## config.mk

```make
export PLATFORM = sky130hd
export DESIGN_NAME = bist_march_ctrl
export DESIGN_NICKNAME = d
export VERILOG_FILES = /design/src/rtl/bist_march_ctrl.sv
export SDC_FILE = /design/constraint.sdc
export NUM_CORES = 1
export LEC_CHECK = 0
export ABC_AREA = 1
export BUFFER_PORTS_ARGS = -buffer_cell sky130_fd_sc_hd__buf_4
export CORE_MARGIN = 2
export CORE_UTILIZATION = 30
export DETAILED_ROUTE_END_ITERATION = 7
export HOLD_SLACK_MARGIN = 0.05
export PLACE_DENSITY = 0.66
export SETUP_SLACK_MARGIN = 0.15
export SYNTH_ARGS = -nofsm -noshare
export SYNTH_HDL_FRONTEND = slang
export SYNTH_SLANG_ARGS = --single-unit
```

## constraint.sdc

```tcl
create_clock -name clk -period 3.6 [get_ports clk]
set_input_delay 0.36 -clock clk [delete_from_list [all_inputs] [get_ports clk]]
set_output_delay 0.36 -clock clk [all_outputs]
set_load 0.02 [all_outputs]
```

## src/rtl/bist_march_ctrl.sv

```systemverilog
`timescale 1ns/1ps
// ---------------------------------------------------------------------------
// bist_march_ctrl
//
// Purpose: sequences a March C- memory test over a 2^A_WIDTH-word memory,
// steering an external up/down address generator and checking read data.
//   M0 up w0 | M1 up r0,w1 | M2 up r1,w0 | M3 down r0,w1 | M4 down r1,w0 |
//   M5 up r0          (0 = all-zeros word, 1 = all-ones word)
//
// Optional build macro: BIST_FAIL_LOG_EN adds first-mismatch log outputs.
//
// Ports:
//   clk         rising-edge clock
//   reset       synchronous, active-high reset
//   start       begin a run (honoured in IDLE or DONE only)
//   ag_carry    one-cycle pulse: generator has reached its terminal address
//   ag_address  current generator address
//   ag_reset    load generator with 0          (INIT of up elements)
//   ag_preset   load generator with all-ones   (INIT of down elements)
//   ag_en       step generator
//   ag_up_down  step direction, 1 = up
//   mem_we      memory write strobe
//   mem_re      memory read strobe (data returns on mem_rdata next cycle)
//   mem_wdata   write data
//   mem_rdata   read data
//   busy        run in progress (INIT/OP0/OP1/DRAIN)
//   done        run complete (DONE state)
//   fail        sticky mismatch flag, cleared by start or reset
//   elem        index of the current March element
//   fail_addr / fail_elem / fail_data  (BIST_FAIL_LOG_EN only)
//               address, element and read data of the first mismatch
// ---------------------------------------------------------------------------
module bist_march_ctrl #(
  parameter int A_WIDTH = 4,
  parameter int D_WIDTH = 8
) (
  input  logic               clk,
  input  logic               reset,
  input  logic               start,
  input  logic               ag_carry,
  input  logic [A_WIDTH-1:0] ag_address,
  output logic               ag_reset,
  output logic               ag_preset,
  output logic               ag_en,
  output logic               ag_up_down,
  output logic               mem_we,
  output logic               mem_re,
  output logic [D_WIDTH-1:0] mem_wdata,
  input  logic [D_WIDTH-1:0] mem_rdata,
  output logic               busy,
  output logic               done,
  output logic               fail,
  output logic [2:0]         elem
`ifdef BIST_FAIL_LOG_EN
  ,
  output logic [A_WIDTH-1:0] fail_addr,
  output logic [2:0]         fail_elem,
  output logic [D_WIDTH-1:0] fail_data
`endif
);

  localparam logic [2:0] S_IDLE  = 3'd0;
  localparam logic [2:0] S_INIT  = 3'd1;
  localparam logic [2:0] S_OP0   = 3'd2;
  localparam logic [2:0] S_OP1   = 3'd3;
  localparam logic [2:0] S_DRAIN = 3'd4;
  localparam logic [2:0] S_DONE  = 3'd5;

  localparam int N_ELEMS = 6;

  logic [2:0]         r_state;
  logic [2:0]         w_state_next;
  logic [2:0]         r_elem;
  logic [2:0]         w_elem_next;
  logic               r_last;
  logic               r_fail;
  logic               r_cmp_pend;
  logic [D_WIDTH-1:0] r_cmp_exp;

  logic [N_ELEMS-1:0] w_elem_hit;
  logic               w_dir_up;
  logic               w_two_op;
  logic               w_op0_write;
  logic               w_op0_ones;
  logic               w_op1_ones;
  logic               w_last_elem;
  logic               w_in_init;
  logic               w_in_op0;
  logic               w_in_op1;
  logic               w_terminal;
  logic               w_final_op;
  logic               w_start_ok;
  logic               w_mismatch;

  // One-hot element decode; codes 6 and 7 are never reached.
  genvar gi;
  generate
    for (gi = 0; gi < N_ELEMS; gi++) begin : g_elem_dec
      assign w_elem_hit[gi] = (r_elem == 3'(gi));
    end
  endgenerate

  // Element table. OP0 of M1..M5 is a read; its data pattern doubles as the
  // expected read value. OP1 (M1..M4 only) writes the complement.
  assign w_dir_up    = ~(w_elem_hit[3] | w_elem_hit[4]);
  assign w_two_op    = |w_elem_hit[4:1];
  assign w_op0_write = w_elem_hit[0];
  assign w_op0_ones  = w_elem_hit[2] | w_elem_hit[4];
  assign w_op1_ones  = w_elem_hit[1] | w_elem_hit[3];
  assign w_last_elem = w_elem_hit[5];

  assign w_in_init  = (r_state == S_INIT);
  assign w_in_op0   = (r_state == S_OP0);
  assign w_in_op1   = (r_state == S_OP1);
  assign w_start_ok = start & ((r_state == S_IDLE) | (r_state == S_DONE));

  // The carry pulse lines up with OP0 of the terminal address; r_last holds
  // it so that OP1 of a two-op element still knows it is at the end.
  assign w_terminal = ag_carry | r_last;
  assign w_final_op = (w_in_op0 & ~w_two_op) | w_in_op1;

  // -------------------------------------------------------------------------
  // State machine
  // -------------------------------------------------------------------------
  always_comb begin
    w_state_next = r_state;
    w_elem_next  = r_elem;
    case (r_state)
      S_IDLE, S_DONE: begin
        if (start) begin
          w_state_next = S_INIT;
          w_elem_next  = 3'd0;
        end
      end
      S_INIT: begin
        w_state_next = S_OP0;
      end
      S_OP0: begin
        if (w_two_op) begin
          w_state_next = S_OP1;
        end else if (w_terminal) begin
          if (w_last_elem) begin
            w_state_next = S_DRAIN;
          end else begin
            w_state_next = S_INIT;
            w_elem_next  = r_elem + 3'd1;
          end
        end
      end
      S_OP1: begin
        if (w_terminal) begin
          w_state_next = S_INIT;
          w_elem_next  = r_elem + 3'd1;
        end else begin
          w_state_next = S_OP0;
        end
      end
      S_DRAIN: begin
        // Lets the final M5 read be compared before done rises.
        w_state_next = S_DONE;
      end
      default: begin
        w_state_next = S_IDLE;
      end
    endcase
  end

  always_ff @(posedge clk) begin
    if (reset) begin
      r_state <= S_IDLE;
      r_elem  <= 3'd0;
      r_last  <= 1'b0;
    end else begin
      r_state <= w_state_next;
      r_elem  <= w_elem_next;
      if (w_in_init) begin
        r_last <= 1'b0;
      end else if ((w_in_op0 | w_in_op1) & ag_carry) begin
        r_last <= 1'b1;
      end
    end
  end

  // -------------------------------------------------------------------------
  // Read compare: expected word registered alongside the read strobe, data
  // checked the following cycle. Reset drops any compare still in flight.
  // -------------------------------------------------------------------------
  assign w_mismatch = r_cmp_pend & (mem_rdata != r_cmp_exp);

  always_ff @(posedge clk) begin
    if (reset) begin
      r_cmp_pend <= 1'b0;
      r_cmp_exp  <= '0;
      r_fail     <= 1'b0;
    end else begin
      r_cmp_pend <= mem_re;
      r_cmp_exp  <= {D_WIDTH{w_op0_ones}};
      if (w_start_ok) begin
        r_fail <= 1'b0;
      end else if (w_mismatch) begin
        r_fail <= 1'b1;
      end
    end
  end

`ifdef BIST_FAIL_LOG_EN
  // First-mismatch log. r_fail doubles as the "already logged" flag, so
  // later mismatches leave the captured values alone.
  logic [A_WIDTH-1:0] r_cmp_addr;
  logic [2:0]         r_cmp_elem;
  logic [A_WIDTH-1:0] r_fail_addr;
  logic [2:0]         r_fail_elem;
  logic [D_WIDTH-1:0] r_fail_data;

  always_ff @(posedge clk) begin
    if (reset) begin
      r_cmp_addr  <= '0;
      r_cmp_elem  <= 3'd0;
      r_fail_addr <= '0;
      r_fail_elem <= 3'd0;
      r_fail_data <= '0;
    end else begin
      r_cmp_addr <= ag_address;
      r_cmp_elem <= r_elem;
      if (w_start_ok) begin
        r_fail_addr <= '0;
        r_fail_elem <= 3'd0;
        r_fail_data <= '0;
      end else if (w_mismatch & ~r_fail) begin
        r_fail_addr <= r_cmp_addr;
        r_fail_elem <= r_cmp_elem;
        r_fail_data <= mem_rdata;
      end
    end
  end

  assign fail_addr = r_fail_addr;
  assign fail_elem = r_fail_elem;
  assign fail_data = r_fail_data;
`else
  // Without the log the address is only consumed by the generator itself.
  logic w_unused_addr;
  assign w_unused_addr = ^ag_address;
`endif

  // -------------------------------------------------------------------------
  // Outputs (decoded from registered state, so reset forces them quiet)
  // -------------------------------------------------------------------------
  assign ag_reset   = w_in_init & w_dir_up;
  assign ag_preset  = w_in_init & ~w_dir_up;
  assign ag_en      = w_final_op & ~w_terminal;
  assign ag_up_down = w_dir_up;

  assign mem_we = (w_in_op0 & w_op0_write) | w_in_op1;
  assign mem_re = w_in_op0 & ~w_op0_write;

  always_comb begin
    mem_wdata = '0;
    if (w_in_op0 & w_op0_write) begin
      mem_wdata = {D_WIDTH{w_op0_ones}};
    end else if (w_in_op1) begin
      mem_wdata = {D_WIDTH{w_op1_ones}};
    end
  end

  assign busy = w_in_init | w_in_op0 | w_in_op1 | (r_state == S_DRAIN);
  assign done = (r_state == S_DONE);
  assign fail = r_fail;
  assign elem = r_elem;

endmodule

```

==> results by group <==
Outcome
  – Status: finished, final reports clean

Die
  – Die area: around 3100 µm²
  – Die H: ~56 µm
  – Die Width: 56.1 µm
  – FP Rows: 18
  – IO Count: 36
  – Initial Utilization: between 30% and 40%
  – Core Box Area: about 2500 µm²

Yosys
  – Top_reg_cell synth: dfxtp_1
  – Synthesis-stage register bit count: 10
  – Post-synth EDFFs: 0
  – Post-Syn Area: about 810 µm²
  – YS warnings: 0
  – Largest area contributor in the netlist: dfxtp_1
  – Syn_area_per_cell: ~6.4 µm²
  – Async set or reset register ratio after synthesis: 0%
  – Share of the synthesized area in the top cell type: about 25%
  – Largest cells by area after synthesis: dfxtp_1 (25%), nand2_1 (12%), nor2_1 (11%)
  – Seq/Total Area, Yosys: 24.6%
  – Synth unique cells: 20
  – Syn nets: 149
  – Syn Inst Count: 128

Global route
  – Largest net degree at the start of global routing: 9
  – Grt ovf: 0
  – Initial antenna violation count: 0
  – Vias in the first global route: 762
  – GRT Resource Usage Total: roughly an eighth
  – First-pass GRT wire length: 3200 µm

STA
  – Setup TNS: 0 ns
  – Final setup viols: 0
  – Slew Limit Fails: 0
  – Final worst-path cycle share: between 50% and 60%
  – RSZ-0062 raised after global routing: false
  – Minimum clock period: 2.08 ns
  – Clock skew: around 0.0043 ns
  – F_max: between 400 and 500 MHz
  – Final Hold Viols: 0
  – Worst slew margin: around four fifths
  – Slew @ Worst Pin: ~0.27 ns

Critical path
  – Crit path largest cell delay: 0.40 ns
  – Worst setup EP type: output pin
  – Crit path kind: reg2out
  – Setup crit start kind: flip-flop
  – CP Max Fanout: 5
  – Required arrival time at the worst endpoint: 3.24 ns
  – Worst path arrival time: approximately 1.7 ns
  – Top cell by count, worst path: nand2_1
  – Crit path max-delay cell type: dfxtp_1
  – Crit-path cells: inv_1 > ha_1 > nand2_1 > inv_2 > nor2_4 > nand3_2 > nand2_1 > buf_4

Cells and area
  – Total Nets Final: about 180
  – Fin cells: about 190
  – Most frequent cells in the layout: buf_4 (31), nand2_1 (26), nor2_1 (24)
  – Fill count: 275
  – Antenna cells: 0
  – Commonest non-fill, non-tap cell in the layout: buf_4
  – Area growth, synth to finish: 31.2%
  – Multi-input gate area in the final layout: approximately 490 µm²
  – FF+latch area: between 200 and 250 µm²
  – Layout cells sized above 1: roughly a third

Power
  – Leakage: 0.579 nW
  – Power Dens Cells: approximately 740 nW/µm²
  – Peak supply drop: 0.000334 V

Hold path
  – Hold Crit Class: in2reg

Clocking
  – Worst-case clock buffer depth: 2
  – Clock Latency Late Sink: between 0.2 and 0.3 ns
  – Hold Buf Count CTS: 0
  – CTS Sinks: 10
  – Setup Buffers After CTS: 0
  – CTS root buf: clkbuf_4
  – TritonCTS clock tree: done
  – Clock transition at the registers of the reported paths: around 0.070 ns
  – Inserted Clock Buffers: 3
  – Resized cells post-CTS: 0
  – Htree depth: 1

Drt
  – Via count: between 800 and 900
  – Wirelength per Cell: between 10 and 15 µm
  – First-pass DRT Iterations: 4
  – DR iter-0 viols: 22
  – Post-DRT Antenna Nets: 0
  – DR DRC count: 0
  – DR vias/cell: ~4.5
  – Drt total wl: 1910 µm

Run
  – Max cap viols: 0

Place
  – Dpl cells: 182
  – Gp weighted congestion: 0.822
  – Port bufs: 31
  – HPWL Detailed: between 1500 and 2000 µm
==> kinds of logic (layout without fill, tap and decap cells) <==
family	count (synthesis)	count (layout)	synth area share, %
AO/OA/AOI/OAI	8	8	5.38
adder cells (fa/ha/maj)	5	5	7.69
buffers and inverters	27	55	15.7
flip-flops	10	10	24.6
AND/OR/NAND/NOR	78	78	46.6
==> through the flow <==
step | setup slack, ns | util (%) | hold WS [ns] | cell area, µm² | power (mW)
finish | 1.52 | 42.3 | 0.290 | 1070 | 0.794
global route | 1.40 | 42.3 | 0.283 | 1070 | 0.873
CTS | 1.51 | 42.3 | 0.280 | 1070 | 0.803
detailed placement | 1.83 | 40.9 | 0.441 | 1030 | 0.690
global placement | 1.87 | 40.9 | 0.438 | 1030 | 0.683
floorplan | 1.73 | - | 0.429 | 813 | 0.549
==> registers in the layout, indices dropped and copies added, names as in the netlist <==
signal,count
elem,3
r_state,3
fail,1
r_cmp_exp,1
r_cmp_pend,1
r_last,1
==> routing by layer <==
| layer | vias to the layer above | part of all wire (%) | GRT usage, % | routed length (µm) |
|---|---|---|---|---|
| li1 | 452 | - | - | - |
| met1 | 356 | 45 | 15.3 | 865 |
| met2 | 31 | 45 | 19.5 | 865 |
| met3 | 5 | 6.6 | 3.95 | 127 |
| met4 | 0 | 2.7 | 9.52 | 52 |
| met5 | - | 0 | 0 | 0 |
==> layout make-up <==
class | instances | area share, %
clock buffer | 4 | 3.40
timing repair buffer | 31 | 21.8
inverter | 20 | 7.03
tap | 30 | 3.52
multi-input combinational | 91 | 45.5
sequential | 10 | 18.8
==> report_power, final <==
group          total (mW)  internal [mW]  switching, mW
Sequential          0.184          0.144         0.0391
Clock               0.107         0.0617         0.0452
Combinational       0.504          0.189          0.316
==> cells in the mapped netlist (3+ instances only) <==
cell,instances
a21oi_1,4
buf_4,7
dfxtp_1,10
ha_1,5
inv_1,15
inv_2,5
nand2_1,26
nand2_2,3
nand3_1,11
nand4_1,3
nor2_1,24
nor3_1,3
o21ai_0,3
==> worst paths after layout <==
check	cells past startpoint	start	endpoint	slack (ns)
worst max-delay path	8	elem[0]	ag_en	1.52
worst min-delay path	2	reset	r_state[0]	0.29
worst max register to register	11	elem[0]	elem[2]	2.01
worst min register to register	2	fail	fail	0.45
==> critical path, delay by kind of cell, from the launching register on <==
kind                     cells  cell delay, ns
flip-flops                   1            0.40
AND/OR/NAND/NOR              4            0.50
buffers and inverters        3            0.33
adder cells (fa/ha/maj)      1            0.23
No activity file was read; power rests on OpenSTA's default activity.
